File: src/rtl/ic1337_pkg.sv
// Shared types and constants for the ic1337 state-walk detector.
// The walk being detected is SYM_A -> SYM_B -> SYM_C -> SYM_D.
package ic1337_pkg;

  typedef enum logic [1:0] {
    IDLE = 2'b00,
    S1   = 2'b01,
    S2   = 2'b10,
    S3   = 2'b11
  } state_e;

  localparam logic [1:0] SYM_A = 2'b00;
  localparam logic [1:0] SYM_B = 2'b01;
  localparam logic [1:0] SYM_C = 2'b11;
  localparam logic [1:0] SYM_D = 2'b10;

  localparam int HIST_DEPTH = 4;

endpackage

File: src/rtl/ic1337_hist_sr.sv
// Symbol history shift register: the newest symbol enters at the LSBs.
// DEPTH symbols of SYM_W bits each; DEPTH must be at least 2.
module ic1337_hist_sr #(
  parameter int SYM_W = 2,
  parameter int DEPTH = 4
) (
  input  logic                   clk,
  input  logic                   rst,
  input  logic                   en_i,
  input  logic [SYM_W-1:0]       sym_i,
  output logic [SYM_W*DEPTH-1:0] hist_o
);

  logic [SYM_W*DEPTH-1:0] sr_q;
  logic [SYM_W*DEPTH-1:0] sr_d;

  always_comb begin
    sr_d = sr_q;
    if (en_i) begin
      sr_d = {sr_q[SYM_W*(DEPTH-1)-1:0], sym_i};
    end
  end

  always_ff @(posedge clk or posedge rst) begin
    if (rst) begin
      sr_q <= '0;
    end else begin
      sr_q <= sr_d;
    end
  end

  assign hist_o = sr_q;

endmodule

File: src/rtl/ic1337_seq_detector.sv
// Detects the {q1,q0} walk 00->01->11->10 from ic1337, pulses hit and counts walks.
// Optional history output is built only when IC1337_SEQ_HISTORY_EN is defined.
module ic1337_seq_detector
  import ic1337_pkg::*;
#(
  parameter int CNT_W = 8
) (
  input  logic             clk,
  input  logic             rst,
  input  logic             en,
  input  logic             q0,
  input  logic             q1,
  input  logic             z,
  input  logic             clr,
  output logic             hit,
  output logic [CNT_W-1:0] hit_count,
  output logic             busy,
  output logic [7:0]       hist
);

  localparam logic [CNT_W-1:0] CNT_MAX = '1;

  logic [1:0]       sym;
  state_e           state_q;
  state_e           state_d;
  logic             hit_q;
  logic             hit_d;
  logic [CNT_W-1:0] cnt_q;
  logic [CNT_W-1:0] cnt_d;

  assign sym = {q1, q0};

  // A fresh SYM_A always restarts the walk, whatever partial progress existed.
  always_comb begin
    state_d = state_q;
    hit_d   = 1'b0;
    if (en) begin
      if (z) begin
        state_d = IDLE;
      end else begin
        unique case (state_q)
          IDLE: state_d = (sym == SYM_A) ? S1 : IDLE;
          S1: begin
            if (sym == SYM_B)      state_d = S2;
            else if (sym == SYM_A) state_d = S1;
            else                   state_d = IDLE;
          end
          S2: begin
            if (sym == SYM_C)      state_d = S3;
            else if (sym == SYM_A) state_d = S1;
            else                   state_d = IDLE;
          end
          S3: begin
            if (sym == SYM_D) begin
              state_d = IDLE;
              hit_d   = 1'b1;
            end else if (sym == SYM_A) begin
              state_d = S1;
            end else begin
              state_d = IDLE;
            end
          end
          default: state_d = IDLE;
        endcase
      end
    end
  end

  // Clear wins over a coincident increment; the counter sticks at its maximum.
  always_comb begin
    cnt_d = cnt_q;
    if (clr) begin
      cnt_d = '0;
    end else if (hit_d && (cnt_q != CNT_MAX)) begin
      cnt_d = cnt_q + 1'b1;
    end
  end

  always_ff @(posedge clk or posedge rst) begin
    if (rst) begin
      state_q <= IDLE;
      hit_q   <= 1'b0;
      cnt_q   <= '0;
    end else begin
      state_q <= state_d;
      hit_q   <= hit_d;
      cnt_q   <= cnt_d;
    end
  end

  assign hit       = hit_q;
  assign hit_count = cnt_q;
  assign busy      = (state_q != IDLE);

`ifdef IC1337_SEQ_HISTORY_EN
  ic1337_hist_sr #(
    .SYM_W (2),
    .DEPTH (HIST_DEPTH)
  ) u_hist (
    .clk    (clk),
    .rst    (rst),
    .en_i   (en),
    .sym_i  (sym),
    .hist_o (hist)
  );
`else
  assign hist = 8'h00;
`endif

endmodule
File: config.mk
export PLATFORM = sky130hd
export DESIGN_NAME = ic1337_seq_detector
export DESIGN_NICKNAME = d
export VERILOG_FILES = /design/src/rtl/ic1337_pkg.sv /design/src/rtl/ic1337_hist_sr.sv /design/src/rtl/ic1337_seq_detector.sv
export SDC_FILE = /design/constraint.sdc
export NUM_CORES = 1
export LEC_CHECK = 0
export ABC_AREA = 1
export CORE_AREA = 2 2 45 47
export CTS_BUF_LIST = sky130_fd_sc_hd__clkbuf_4
export DETAILED_ROUTE_END_ITERATION = 16
export DIE_AREA = 0 0 47 49
export PLACE_DENSITY = 0.78
export SLEW_MARGIN = 20
export SYNTH_ARGS = -nofsm -noshare
export SYNTH_HDL_FRONTEND = slang
export SYNTH_SLANG_ARGS = --single-unit
export TNS_END_PERCENT = 20
File: constraint.sdc
create_clock -name clk -period 1.3 [get_ports clk]
set_input_delay 0.13 -clock clk [delete_from_list [all_inputs] [get_ports clk]]
set_output_delay 0.13 -clock clk [all_outputs]
set_load 0.005 [all_outputs]
# Word level (Yosys, flattened, before mapping)
# Index checks and enable logic that the tools add are counted.
[word_totals] input_bits=7 ff_bits=11 word_cells=28 output_inout_bits=18
[op_classes] n_eq_ne=7 n_addsub=1 n_reduce_logical=5 muxes=12
[op_table] cell="$mux 8" n=2
[op_table] cell="$add 8x1->8 const B" n=1
[op_table] cell="$eq 2x2->1 const B" n=4
[op_table] cell="$mux 2" n=4
[op_table] cell="$ne 8x8->1 const B" n=1
[op_table] cell="$pmux 2 s4" n=1
[op_table] cell="$mux 1" n=5
[op_table] cell="$eq 2x1->1 const B" n=2
[op_table] cell="$logic_not 2->1" n=2
[op_table] cell="$reduce_bool 2->1" n=2
[op_table] cell="$logic_and 1x1->1" n=1

# Longest topological paths before layout
[logic_depth] depth_word=8 ltp_mapped=8 mapped_depth_nobuf=8

# Worst setup path before layout
# OpenSTA, ideal clock, no wires.
[synth_timing] path_kind="reg2reg" from="register cnt_q[1] (netlist: hit_count[1])" to="register cnt_q[7] (netlist: hit_count[7])" path_stages_with_launch=9 arrival_time_ps=1106 setup_slack_ps=78 n_path_buf=0 setup_ps=116 synth_period_minus_slack_ps=1222 required_time_ps=1184 path_cell_list="dfrtp_1 ha_1 nand2_2 nor2_2 nand2_2 nand2_4 nand2_4 nand3_2 nand2_2"
[synth_via] elab_chain_cells=3 word_cells_on_any_way=6 classes_between="add/sub: 1; eq/ne: 1; mux: 2; reduce/logical: 2"
[synth_rtl] item="start: declaration" line_no="ic1337_seq_detector.sv:28" source="logic [CNT_W-1:0] cnt_q;"
[synth_rtl] item="start signal: assignment" line_no="ic1337_seq_detector.sv:87" source="cnt_q <= cnt_d;"
[synth_rtl] item="$add 8x1->8 or $ne 8x8->1 (tied branches)" line_no="ic1337_seq_detector.sv:75, ic1337_seq_detector.sv:74"
[synth_rtl] item="$mux 8 or $logic_and 1x1->1 (tied branches)" line_no="ic1337_seq_detector.sv:74" source="end else if (hit_d && (cnt_q != CNT_MAX)) begin"
[synth_rtl] item="$mux 8 or $reduce_bool 2->1 (tied branches)"
# Parallel ways exist; a longest one is shown, timed or not. The select of a mux whose other input is x is not followed.
# A chain may end at the register's enable or synchronous reset.

# Worst setup path after layout
[layout_timing] from="register cnt_q[3] (netlist: hit_count[3])" to="output port hit_count[3]"
[layout_rtl] item="end: declaration" line_no="ic1337_seq_detector.sv:16" source="output logic [CNT_W-1:0] hit_count,"
# No word-level cell between the ends.

==> reports/results.ini <==
[cells_and_area]
fin_nets=151
layout_area_overhead_pct=34.7
final_layout_size_suffix_gt1_share_pct=24.6
antenna-diode-count=0
final_core_util_pct=60.4

[yosys]
ys_seq_elements=11
syn-cell-area_sq_um=826
synthesis.yosys.warnings=0
postSynthCellCount=108
sequential_area_share_after_synthesis_pct=33.3
synth.lib_cells_used.distinct=25
syn_avg_cell_area_sq_um=7.65

[outcome]
status=finished clean

[worst_hold_path]
min_path_type=primary input to asynchronous set/reset pin

[clock_tree]
clock-sinks=11
htree_num_levels=1
cts_tree=built
max-clock-path-buffers=2
insertion_delay_ns=0.26
cts.clk_slew.worst_paths_ns=0.07
hold_buffers=0
cts_made_buffers=3
clock_tree.root_cell=sky130_fd_sc_hd__clkbuf_4

[global_route]
grt_first_pass_wirelength_mm=2.79
globalRouteMet2Util_pct=27.6
grt_busiest_layer=met2
grt_pass1_vias=691
number_of_antenna_violations_at_the_first_check_in_global_routing=0
groute.usage.overall_pct=17.0
grt_start_max_net_pins=12
globalRoute.totalOverflow=0
grtUsageMet1_pct=19.9
grt_util_met3_pct=3.33

[setup_path]
critPathArrivalTime_ns=1.11
critical_path.top_delay_family=buffers and inverters
worstSetupPathType=flip-flop to output port
critical_path.cell_chain=clkdlybuf4s50_1
critPathCaptureType=output port
worstReg2RegStart=hit_count[1]
startpoint=hit_count[3]
delay_of_the_slowest_cell_on_the_worst_path_ns=0.49
crit_required_ns=1.17
critical_path.slowest_cell=sky130_fd_sc_hd__clkdlybuf4s50_1
path_max_fanout=2
crit_buf_inv=1
worstSetupStartpointType=flip-flop

[floorplanning]
start_util_pct=44.8
die-height_um=49
horizontal_extent_of_the_die_um=47
placementRows=16
io-pin-count=25
coreArea_sq_um=1840
floorplan.die_area_sq_um=2300

[sta]
fin_worst_skew_ns=0.00455
timing.final.hold_violations=0
final_min_period_over_clock_period_pct=95.4
slew_violations=0
setup_viol_count_final=0
finalWorstPathRequiredPeriod_ns=1.24
max_clock_freq_mhz=806
timing.setup.tns_ns=0
setup_ws_ns=0.0600
grt_setup_unrepaired=yes

[routing]
post-route-drc-count=0
vias_per_cell=4.56
first_pass_iters=4
first_iter_violations=3
ant_nets=0
routed_wire_per_std_cell_um=9.93
total_vias_in_the_final_route=752
drt_wl_total_mm=1.64

[placed_design]
detailedPlacementHpwl_mm=1.30
placement.setup.worst_slack_ns=-0.172
final_estimated_routing_congestion_in_global_placement=0.839
port-buffer-count=16

[power_and_ir_drop]
design_power_total_uw=675
p_per_area_nw_per_um2=607
max-vdd-ir-drop_mv=0.508
leakage_uw=0.000586

[flow_run]
max_cap_viol_count=0

==> cell usage after synthesis <==
| master | n | share of area (%) |
|---|---|---|
| sky130_fd_sc_hd__nand2_2 | 3 | 2.3 |
| sky130_fd_sc_hd__o221ai_1 | 1 | 1.1 |
| sky130_fd_sc_hd__inv_1 | 12 | 5.5 |
| sky130_fd_sc_hd__nor3b_1 | 1 | 0.91 |
| sky130_fd_sc_hd__o211ai_1 | 1 | 0.91 |
| sky130_fd_sc_hd__inv_2 | 2 | 0.91 |
| sky130_fd_sc_hd__buf_2 | 1 | 0.61 |
| sky130_fd_sc_hd__o21ai_2 | 1 | 1.1 |
| sky130_fd_sc_hd__o21bai_1 | 1 | 0.91 |
| sky130_fd_sc_hd__buf_4 | 8 | 7.3 |
| sky130_fd_sc_hd__nand2_4 | 2 | 2.7 |
| sky130_fd_sc_hd__xor2_1 | 1 | 1.1 |
| sky130_fd_sc_hd__nor2_2 | 1 | 0.76 |
| sky130_fd_sc_hd__ha_1 | 5 | 7.6 |
| sky130_fd_sc_hd__a21oi_1 | 1 | 0.61 |
| sky130_fd_sc_hd__nand3_2 | 3 | 3.6 |
| sky130_fd_sc_hd__o21ai_0 | 3 | 1.8 |
| sky130_fd_sc_hd__a21oi_2 | 1 | 1.1 |
| sky130_fd_sc_hd__nor2_4 | 2 | 2.7 |
| sky130_fd_sc_hd__nand2_1 | 24 | 11 |
| sky130_fd_sc_hd__nor2_1 | 10 | 4.5 |
| sky130_fd_sc_hd__conb_1 | 1 | 0.45 |
| sky130_fd_sc_hd__nand3_1 | 11 | 6.7 |
| sky130_fd_sc_hd__dfrtp_1 | 11 | 33 |
| sky130_fd_sc_hd__or2_0 | 1 | 0.76 |
==> cell type report <==
class	instances	area, sq um
Timing Repair Buffer	27	234
Clock buffer	4	30.0
Inverter	14	52.6
Multi-Input combinational cell	82	485
Sequential cell	11	277
Tap cell	27	33.8
Fill cell	170	729
==> metal layers <==
metal / wire, um / part of all wire (%)
met5: 0 / 0
met4: 34 / 2.1
met3: 46 / 2.8
met2: 884 / 54
met1: 674 / 41
==> where the power goes <==
| part | internal [uW] | total [uW] | switching [uW] | leakage [uW] |
|---|---|---|---|---|
| combinational | 38.5 | 82.9 | 44.3 | 0.000416 |
| clock | 139 | 246 | 107 | 0.0000184 |
| sequential | 345 | 346 | 1.69 | 0.000152 |
| total | 522 | 675 | 153 | 0.000586 |
==> cells by family (layout without fill, tap and decap cells) <==
| family | after synthesis | after routing | synth area share (%) |
|---|---|---|---|
| other cells | 1 | 8 | 0.454 |
| xor+xnor | 1 | 1 | 1.06 |
| flops | 11 | 11 | 33.3 |
| buf+inv | 23 | 45 | 14.2 |
| fa+ha+maj | 5 | 5 | 7.58 |
| compound gates | 9 | 9 | 7.42 |
| simple gates | 58 | 59 | 35.9 |
==> final timing paths <==
path                                endpoint  slack [ns]  cells past startpoint
max in group asynchronous       hit_count[3]        0.81                      2
worst min register to register    state_q[0]        0.58                      2
min in group clk                         hit        0.52                      3
worst max-delay path            hit_count[3]        0.06                      1
worst max register to register  hit_count[6]        0.07                      8
worst min-delay path            hit_count[1]        0.17                      2
==> metrics by stage <==
| stage | hold WS, ns | instance area (sq um) | instances |
|---|---|---|---|
| after floorplan | -0.0176 | 852 | 115 |
| after global placement | 0.448 | 1030 | 155 |
| after detailed placement | 0.458 | 1030 | 155 |
| after CTS | 0.170 | 1060 | 161 |
| after global routing | 0.203 | 1110 | 165 |
| final | 0.167 | 1110 | 165 |
==> cells in the final DEF (no fill, tap or decap), drive strengths merged <==
cell type and instances:
dfrtp 11, ha 5, o21bai 1, buf 11
o211ai 1, nand3 14, or2 1, nor2 13
nor3b 1, a21oi 2, conb 8, o221ai 1
clkdlybuf4s50 8, dlygate4sd2 7, nand2 30, xor2 1
clkbuf 4, o21ai 4, inv 14, clkdlybuf4s15 1
==> what timing repair did <==
item,in CTS,in global routing
buffers inserted,2,3
pin swaps,0,4
gates cloned,0,1
endpoints found under the hold margin,0,0
setup endpoints to repair,9,9
gates resized for setup,9,6
==> registers in the layout (all words and copies together) (netlist names) <==
register and cells:
hit 1, hit_count 8, state_q 2
(Power assumes the default switching activity.)
